--- config.mk ---
export PLATFORM = sky130hd
export DESIGN_NAME = uart_rx_oversampled
export DESIGN_NICKNAME = d
export VERILOG_FILES = /design/src/rtl/uart_rx_oversampled.sv
export SDC_FILE = /design/constraint.sdc
export NUM_CORES = 1
export LEC_CHECK = 0
export BUFFER_PORTS_ARGS = -buffer_cell sky130_fd_sc_hd__clkbuf_2
export CORE_MARGIN = 3
export CORE_UTILIZATION = 51
export CTS_CLUSTER_SIZE = 28
export DETAILED_ROUTE_END_ITERATION = 10
export GPL_TIMING_DRIVEN = 0
export MAX_ROUTING_LAYER = met4
export PLACE_DENSITY = 0.74
export SKIP_CTS_REPAIR_TIMING = 1
export SKIP_LAST_GASP = 1
export SLEW_MARGIN = 20
export SYNTH_ARGS = -nofsm -noshare
export SYNTH_HDL_FRONTEND = slang
export SYNTH_SLANG_ARGS = --single-unit
export TNS_END_PERCENT = 5
--- constraint.sdc ---
create_clock -name clk -period 1.67 [get_ports clk]
set_input_delay 0.167 -clock clk [delete_from_list [all_inputs] [get_ports clk]]
set_output_delay 0.167 -clock clk [all_outputs]
set_load 0.02 [all_outputs]
--- src/rtl/uart_rx_oversampled.sv ---
// +----------------------------------------------------------------------------+
// | Module      : uart_rx_oversampled                                          |
// | Description : Oversampled UART receiver with one-entry valid/ready output  |
// |               holding register, framing-error and overrun pulses.          |
// | Revision    : 1.0 - initial release                                        |
// +----------------------------------------------------------------------------+
`timescale 1ns/1ps
`default_nettype none

module uart_rx_oversampled #(
    parameter int DBIT = 8,
    parameter int OS   = 16
) (
    input  logic            clk,
    input  logic            reset_n,
    input  logic            rx,
    input  logic            s_tick,
    output logic [DBIT-1:0] rx_data,
    output logic            rx_valid,
    input  logic            rx_ready,
    output logic            frame_err,
    output logic            overrun,
    output logic            busy
);

    localparam int c_SW = (OS > 1) ? $clog2(OS) : 1;
    localparam int c_NW = (DBIT > 1) ? $clog2(DBIT) : 1;

    localparam logic [c_SW-1:0] c_MID   = c_SW'(OS / 2 - 1);
    localparam logic [c_SW-1:0] c_LAST  = c_SW'(OS - 1);
    localparam logic [c_SW-1:0] c_S_ONE = c_SW'(1);
    localparam logic [c_NW-1:0] c_NLAST = c_NW'(DBIT - 1);
    localparam logic [c_NW-1:0] c_N_ONE = c_NW'(1);

    localparam logic [1:0] c_IDLE  = 2'd0;
    localparam logic [1:0] c_START = 2'd1;
    localparam logic [1:0] c_DATA  = 2'd2;
    localparam logic [1:0] c_STOP  = 2'd3;

    logic            r_rx_meta;
    logic            r_rx_s;
    logic [1:0]      r_state;
    logic [c_SW-1:0] r_s;
    logic [c_NW-1:0] r_n;
    logic [DBIT-1:0] r_shift;

    logic [1:0]      w_state_nxt;
    logic [c_SW-1:0] w_s_nxt;
    logic [c_NW-1:0] w_n_nxt;
    logic [DBIT-1:0] w_shift_nxt;
    logic            w_good;
    logic            w_ferr;
    logic            w_load;
    logic            w_drop;

    always_ff @(posedge clk or negedge reset_n) begin
        if (!reset_n) begin
            r_rx_meta <= 1'b1;
            r_rx_s    <= 1'b1;
        end else begin
            r_rx_meta <= rx;
            r_rx_s    <= r_rx_meta;
        end
    end

    always_ff @(posedge clk or negedge reset_n) begin
        if (!reset_n) begin
            r_state <= c_IDLE;
            r_s     <= '0;
            r_n     <= '0;
            r_shift <= '0;
        end else begin
            r_state <= w_state_nxt;
            r_s     <= w_s_nxt;
            r_n     <= w_n_nxt;
            r_shift <= w_shift_nxt;
        end
    end

    always_comb begin
        w_state_nxt = r_state;
        w_s_nxt     = r_s;
        w_n_nxt     = r_n;
        w_shift_nxt = r_shift;
        w_good      = 1'b0;
        w_ferr      = 1'b0;
        case (r_state)
            c_IDLE: begin
                // Leaving IDLE is edge driven, not tick driven, to keep start-edge latency minimal
                if (!r_rx_s) begin
                    w_state_nxt = c_START;
                    w_s_nxt     = '0;
                end
            end
            c_START: begin
                if (s_tick) begin
                    if (r_s == c_MID) begin
                        w_s_nxt = '0;
                        w_n_nxt = '0;
                        w_state_nxt = r_rx_s ? c_IDLE : c_DATA;
                    end else begin
                        w_s_nxt = r_s + c_S_ONE;
                    end
                end
            end
            c_DATA: begin
                if (s_tick) begin
                    if (r_s == c_LAST) begin
                        w_s_nxt     = '0;
                        w_shift_nxt = {r_rx_s, r_shift[DBIT-1:1]};
                        if (r_n == c_NLAST) begin
                            w_state_nxt = c_STOP;
                        end else begin
                            w_n_nxt = r_n + c_N_ONE;
                        end
                    end else begin
                        w_s_nxt = r_s + c_S_ONE;
                    end
                end
            end
            c_STOP: begin
                if (s_tick) begin
                    if (r_s == c_LAST) begin
                        w_state_nxt = c_IDLE;
                        w_s_nxt     = '0;
                        w_good      = r_rx_s;
                        w_ferr      = !r_rx_s;
                    end else begin
                        w_s_nxt = r_s + c_S_ONE;
                    end
                end
            end
            default: begin
                w_state_nxt = c_IDLE;
                w_s_nxt     = '0;
                w_n_nxt     = '0;
            end
        endcase
    end

    always_comb begin
        busy   = (r_state != c_IDLE);
        // A consume in the load clk frees the slot, so the new byte wins
        w_load = w_good && (!rx_valid || rx_ready);
        w_drop = w_good && rx_valid && !rx_ready;
    end

    always_ff @(posedge clk or negedge reset_n) begin
        if (!reset_n) begin
            rx_data   <= '0;
            rx_valid  <= 1'b0;
            frame_err <= 1'b0;
            overrun   <= 1'b0;
        end else begin
            if (w_load) begin
                rx_data  <= r_shift;
                rx_valid <= 1'b1;
            end else if (rx_valid && rx_ready) begin
                rx_valid <= 1'b0;
            end
            frame_err <= w_ferr;
            overrun   <= w_drop;
        end
    end

endmodule

`default_nettype wire
== Yosys cells after proc, flatten, opt, wreduce, memory -nomap -nowiden ==
Index checks and enable logic that the tools add are counted.
Storage, ports and cells
  logic and storage cells: 75
  output and inout port bits: 12
  input bits: 5
  flip-flop bits (word level): 30
Operators by class
  equal/unequal tests: 16
  muxes and demuxes: 30
  reductions and logical operators: 17
  $add $sub $neg: 2
Operator list (count)
  4-bit two-way mux: 5
  2-bit two-way mux: 9
  2-bit inequality test, second input constant: 9
  3-bit two-way mux: 5
  4-bit case mux with 3 select lines: 1
  1-bit two-way mux: 8
  2-bit case mux with 4 select lines: 1
  8-bit AND reduction: 1
  3-bit case mux with 2 select lines: 1
  3-bit AND reduction: 2
  6-bit AND reduction: 1
  2-bit nonzero test: 3
  4-bit by 1-bit adder with 4-bit output, second input constant: 1
  2-bit equality test, second input constant: 2
  4-bit by 3-bit equality test with 1-bit output, second input constant: 1
  4-bit equality test, second input constant: 1
  1-bit logical AND: 4
  3-bit by 1-bit adder with 3-bit output, second input constant: 1
  3-bit equality test, second input constant: 1
  1-bit logical NOT: 3
  2-bit by 1-bit equality test with 1-bit output, second input constant: 1
  2-bit logical NOT: 1
  2-bit by 1-bit inequality test with 1-bit output, second input constant: 1
  2-bit OR reduction: 1
  1-bit logical OR: 1

== Logic depth before layout (Yosys ltp) ==
  depth in word-level cells: 6
  depth in mapped cells: 5
  gate-level depth less buffers: 5

== Worst setup path after synthesis ==
Ideal clock, no wire load.
  path kind: flip-flop to flip-flop
  start point: reg r_s[0]
  end point: reg r_shift[0]
  stages on the path, launching flop included: 6
  path buffers: 1
  arrival time: 1435 ps
  data required time: 1545 ps
  clock period less this slack: 1561 ps
  library setup time: 125 ps
  slack: 109 ps
  cells stage by stage: dfrtp_1 > ha_1 > and3_4 > and3_4 > buf_6 > mux2_4
On the way
  word-level cells in the longest chain between the ends: 2
Ends and longest elaborated chain
  from (decl): line 43  | logic [c_SW-1:0] r_s;
  from (signal assigned): line 74  | r_s <= w_s_nxt;
  4-bit equality test: line 108  | if (r_s == c_LAST) begin
  3-bit AND reduction (no source line)
  to (signal assigned): line 76  | r_shift <= w_shift_nxt;
  to (decl): line 45  | logic [DBIT-1:0] r_shift;
No other way between the ends.
A chain may end at the register's enable or synchronous reset.

== Worst setup path after layout ==
  start point: reg r_n[0]
  end point: reg r_n[0]
On the way
  word-level cells in the longest chain between the ends: 5
  elaborated cells on any way between the ends: 8
  those cells by class: add/sub: 1; eq/ne: 2; mux: 4; reduce/logical: 1
Ends and longest elaborated chain
  from (decl): line 44  | logic [c_NW-1:0] r_n;
  from (signal assigned): line 75  | r_n <= w_n_nxt;
  3-bit by 1-bit adder with 3-bit output: line 114  | w_n_nxt = r_n + c_N_ONE;
  3-bit two-way mux: line 111  | if (r_n == c_NLAST) begin
  3-bit two-way mux: line 108
  3-bit two-way mux: line 107  | if (s_tick) begin
  3-bit case mux with 2 select lines: line 87  | case (r_state)
Several ways; a longest one is shown, not always the timed one. The select of a mux whose other input is x is not followed.

==> results by group <==
Synthesis
  – Register bit total from synthesis: 30
  – Top-area cell type share of the netlist area: 47.9%
  – Cell area after synthesis: 1460 um2
  – Post-Synth Adder-Cell Area: 2.56%
  – Synth Instances: 105
  – Synth area leaders: dfrtp_1 48%, mux2_4 16%, dfstp_2 3.6%
  – Syn_nets: ~110
  – Area leader, netlist: dfrtp_1
  – XOR/XNOR Fraction of Synth Area: 0.598%
  – Mean area per synthesized cell: 13.9 um2
  – Post-synthesis sequential area ratio: between 50% and 60%
  – Largest family of logic cells by synthesized area: multiplexers
  – Compound-cell area share of the yosys netlist: 9.23%
  – Synth Area in Simple Gates: approximately an eighth
  – Post-synthesis mux area share: 18.5%
  – Post-synth EDFFs: 0
  – Synth async-reset ratio: 100%
  – Synth warn: 0
  – Ys flop type: dfrtp_1
  – Synth unique cells: 40

Job
  – Max Cap Violations: 0

Drt
  – Via count: 910
  – DRT Pass-1 Iters: 4
  – Vias per cell: around 5.6
  – Drt total wl: 2500 um
  – Detail Route Antenna Nets: 0
  – DRC viols: 0
  – Avg WL per Cell: 15.4 um
  – DRT iter0 DRCs: 22

Cells and area
  – Commonest non-fill, non-tap cell in the layout: dfrtp_1
  – Fin cells: between 150 and 200
  – Area grow syn2layout: 15.1%
  – Layout cells sized above 1: 44.7%
  – Register area: 753 um2
  – Most frequent cells in the layout: 28 x dfrtp_1, 16 x mux2_4, 16 x clkbuf_2, 5 x clkbuf_4
  – Number of diodes: 0
  – Final #Nets: 139
  – Filler cells: 202
  – Core Util, Final: ~65%
  – Footprint of the multi-input gates: 651 um2

Die
  – Die width: 59.6 um
  – Die area: 3550 um2
  – Row count: 18
  – Die height: 59.6 um
  – Initial core utilization: 56.5%
  – Ports: 17
  – Core ar.: 2590 um2

Worst setup path
  – Worst Path Required: 1900 ps
  – Worst-path fanout max: 3
  – Setup Crit Path Kind: register to register
  – Critical path buffers and inverters: 0
  – Critical path, cell by cell: ha_1 > ha_1 > and4bb_1 > o21ai_2 > mux2_1
  – Startpoint types: register
  – CP peak stage delay: 410 ps
  – Most used cell, CP: ha_1
  – Crit. End Element: register
  – Top delay family on crit path: flip-flops
  – Worst endpoint data arrival time: 1840 ps
  – CP max stage cell: dfrtp_1

Power and ir drop
  – Internal: 0.00135 W
  – Leak: just over 0.8 nW
  – Share of total power in sequential cells: between 40% and 50%
  – Worst vdd rail ir drop: 1030 uV
  – Power per Cell Area: 1210 nW/um2
  – Psw: between 0.0006 and 0.0007 W
  – Comb pwr share: 32.0%
  – Switching share of power: 33.8%
  – Clock share of power: 22.8%

Clock network
  – Clock Sinks: 30
  – H-tree depth: 2
  – CTS Buf Count: 5
  – CTS tree: done
  – Buffer depth of the longest clock path: 2
  – Worst-path clk slew: 100 ps
  – Clk_lat worst skew: 330 ps
  – CTS root buffer: clkbuf_4

STA
  – Least-Margin Pin Slew: 727 ps
  – Period utilization: 96.6%
  – Total negative slack: 0 ps
  – Fin. max-slew vios: 0
  – Final setup vio count: 0
  – RSZ-0062 raised after global routing: yes
  – Slew headroom: 51.5%
  – Final hold slack: 123 ps
  – Fmax: approximately 620 MHz
  – Final Hold Vio Count: 0
  – Fin crit period: 1610 ps
  – Clock skew: 13.6 ps
  – Setup slack after layout: 56.1 ps

Place
  – GP Congestion: slightly above 0.8
  – Port Buf Inserts: 16
  – Place WS: -5.18 ps
  – Post-DP HPWL: around 1700 um
  – Placed cells: 151

Outcome
  – Status: complete, no violations

Global route
  – First-pass GRT wire length: 4270 um
  – GRT overflow: 0
  – Initial antenna violation count: 0
  – Total global-route track usage: approximately 17%
  – Vias in the first global route: 910
  – Largest net degree at the start of global routing: 31

Hold path
  – Worst min path class: input pin to register
[metal layers]
metal / GRT usage, % / part of all wire (%)
met3: 7.19 / 4.4
met2: 24.2 / 47
met1: 21.9 / 46
met5: - / 0
met4: 7.59 / 2.0
[path summary, 6_finish.rpt]
| kind | slack [ps] | cells after the start | start | end |
|---|---|---|---|---|
| max in group asynchronous | 780 | 2 | reset_n | r_s[1] |
| worst max-delay path | 60 | 5 | r_n[0] | r_n[0] |
| worst min register to register | 370 | 0 | r_rx_meta | r_rx_s |
| worst min-delay path | 120 | 3 | rx_ready | overrun |
| min in group asynchronous | 410 | 2 | reset_n | rx_valid |
| worst max register to register | 60 | 5 | r_n[0] | r_n[0] |
[final cells by class]
class / instances / area share [%]
sequential: 30 / 44.7
timing repair buffer: 19 / 6.38
tap: 30 / 2.23
buffer: 6 / 3.64
inverter: 3 / 0.668
clock inverter: 2 / 0.742
multi-input combinational: 66 / 38.6
clock buffer: 6 / 3.04
[synth_stat cells, types with 2 or more instances]
master,count
dfstp_2,2
and4_1,2
mux2_4,16
inv_1,3
mux2i_1,2
o211ai_1,2
nor2b_1,2
dfrtp_1,28
a31oi_1,2
nor2_1,3
and2_1,3
ha_1,3
nand3_1,2
and3_4,3
nand2_1,3
buf_6,3
o21ai_0,3
[logic make-up after synthesis]
group,after synthesis
buffers and inverters,9
AOI/OAI and AO/OA,17
muxes,19
adders and majority gates,3
and+or+nand+nor,26
xor gates and xnor gates,1
DFF,30
[power groups by stage]
| stage | Combinational, W | Sequential, W | Clock (W) |
|---|---|---|---|
| final | 0.000655 | 0.000925 | 0.000465 |
| after global routing | 0.000739 | 0.000938 | 0.000514 |
| after CTS | 0.000636 | 0.000910 | 0.000482 |
| after detailed placement | 0.000636 | 0.000925 | 0 |
| after global placement | 0.000608 | 0.000919 | 0 |
| after floorplan | 0.000515 | 0.000904 | 0 |
[sequential cells by signal, summed over array words and instances, names as in the netlist, named ones only]
signal	flops
rx_data	8
overrun	1
r_n	3
r_shift	8
r_s	4
r_state	1
frame_err	1
r_rx_s	1
rx_valid	1
r_rx_meta	1
[worst register-to-register path, delay by kind of cell (launching register included)]
kind | cells | cell delay, ps
flops | 1 | 410
mux | 1 | 320
simple gates | 1 | 290
fa+ha+maj | 2 | 400
compound gates | 1 | 100
[through the flow]
stage / power (W) / instance area (um2)
global placement: 0.00153 / 1580
detailed placement: 0.00156 / 1580
global route: 0.00219 / 1690
finish: 0.00204 / 1690
floorplan: 0.00142 / 1460
CTS: 0.00203 / 1650
(Power assumes the default switching activity.)
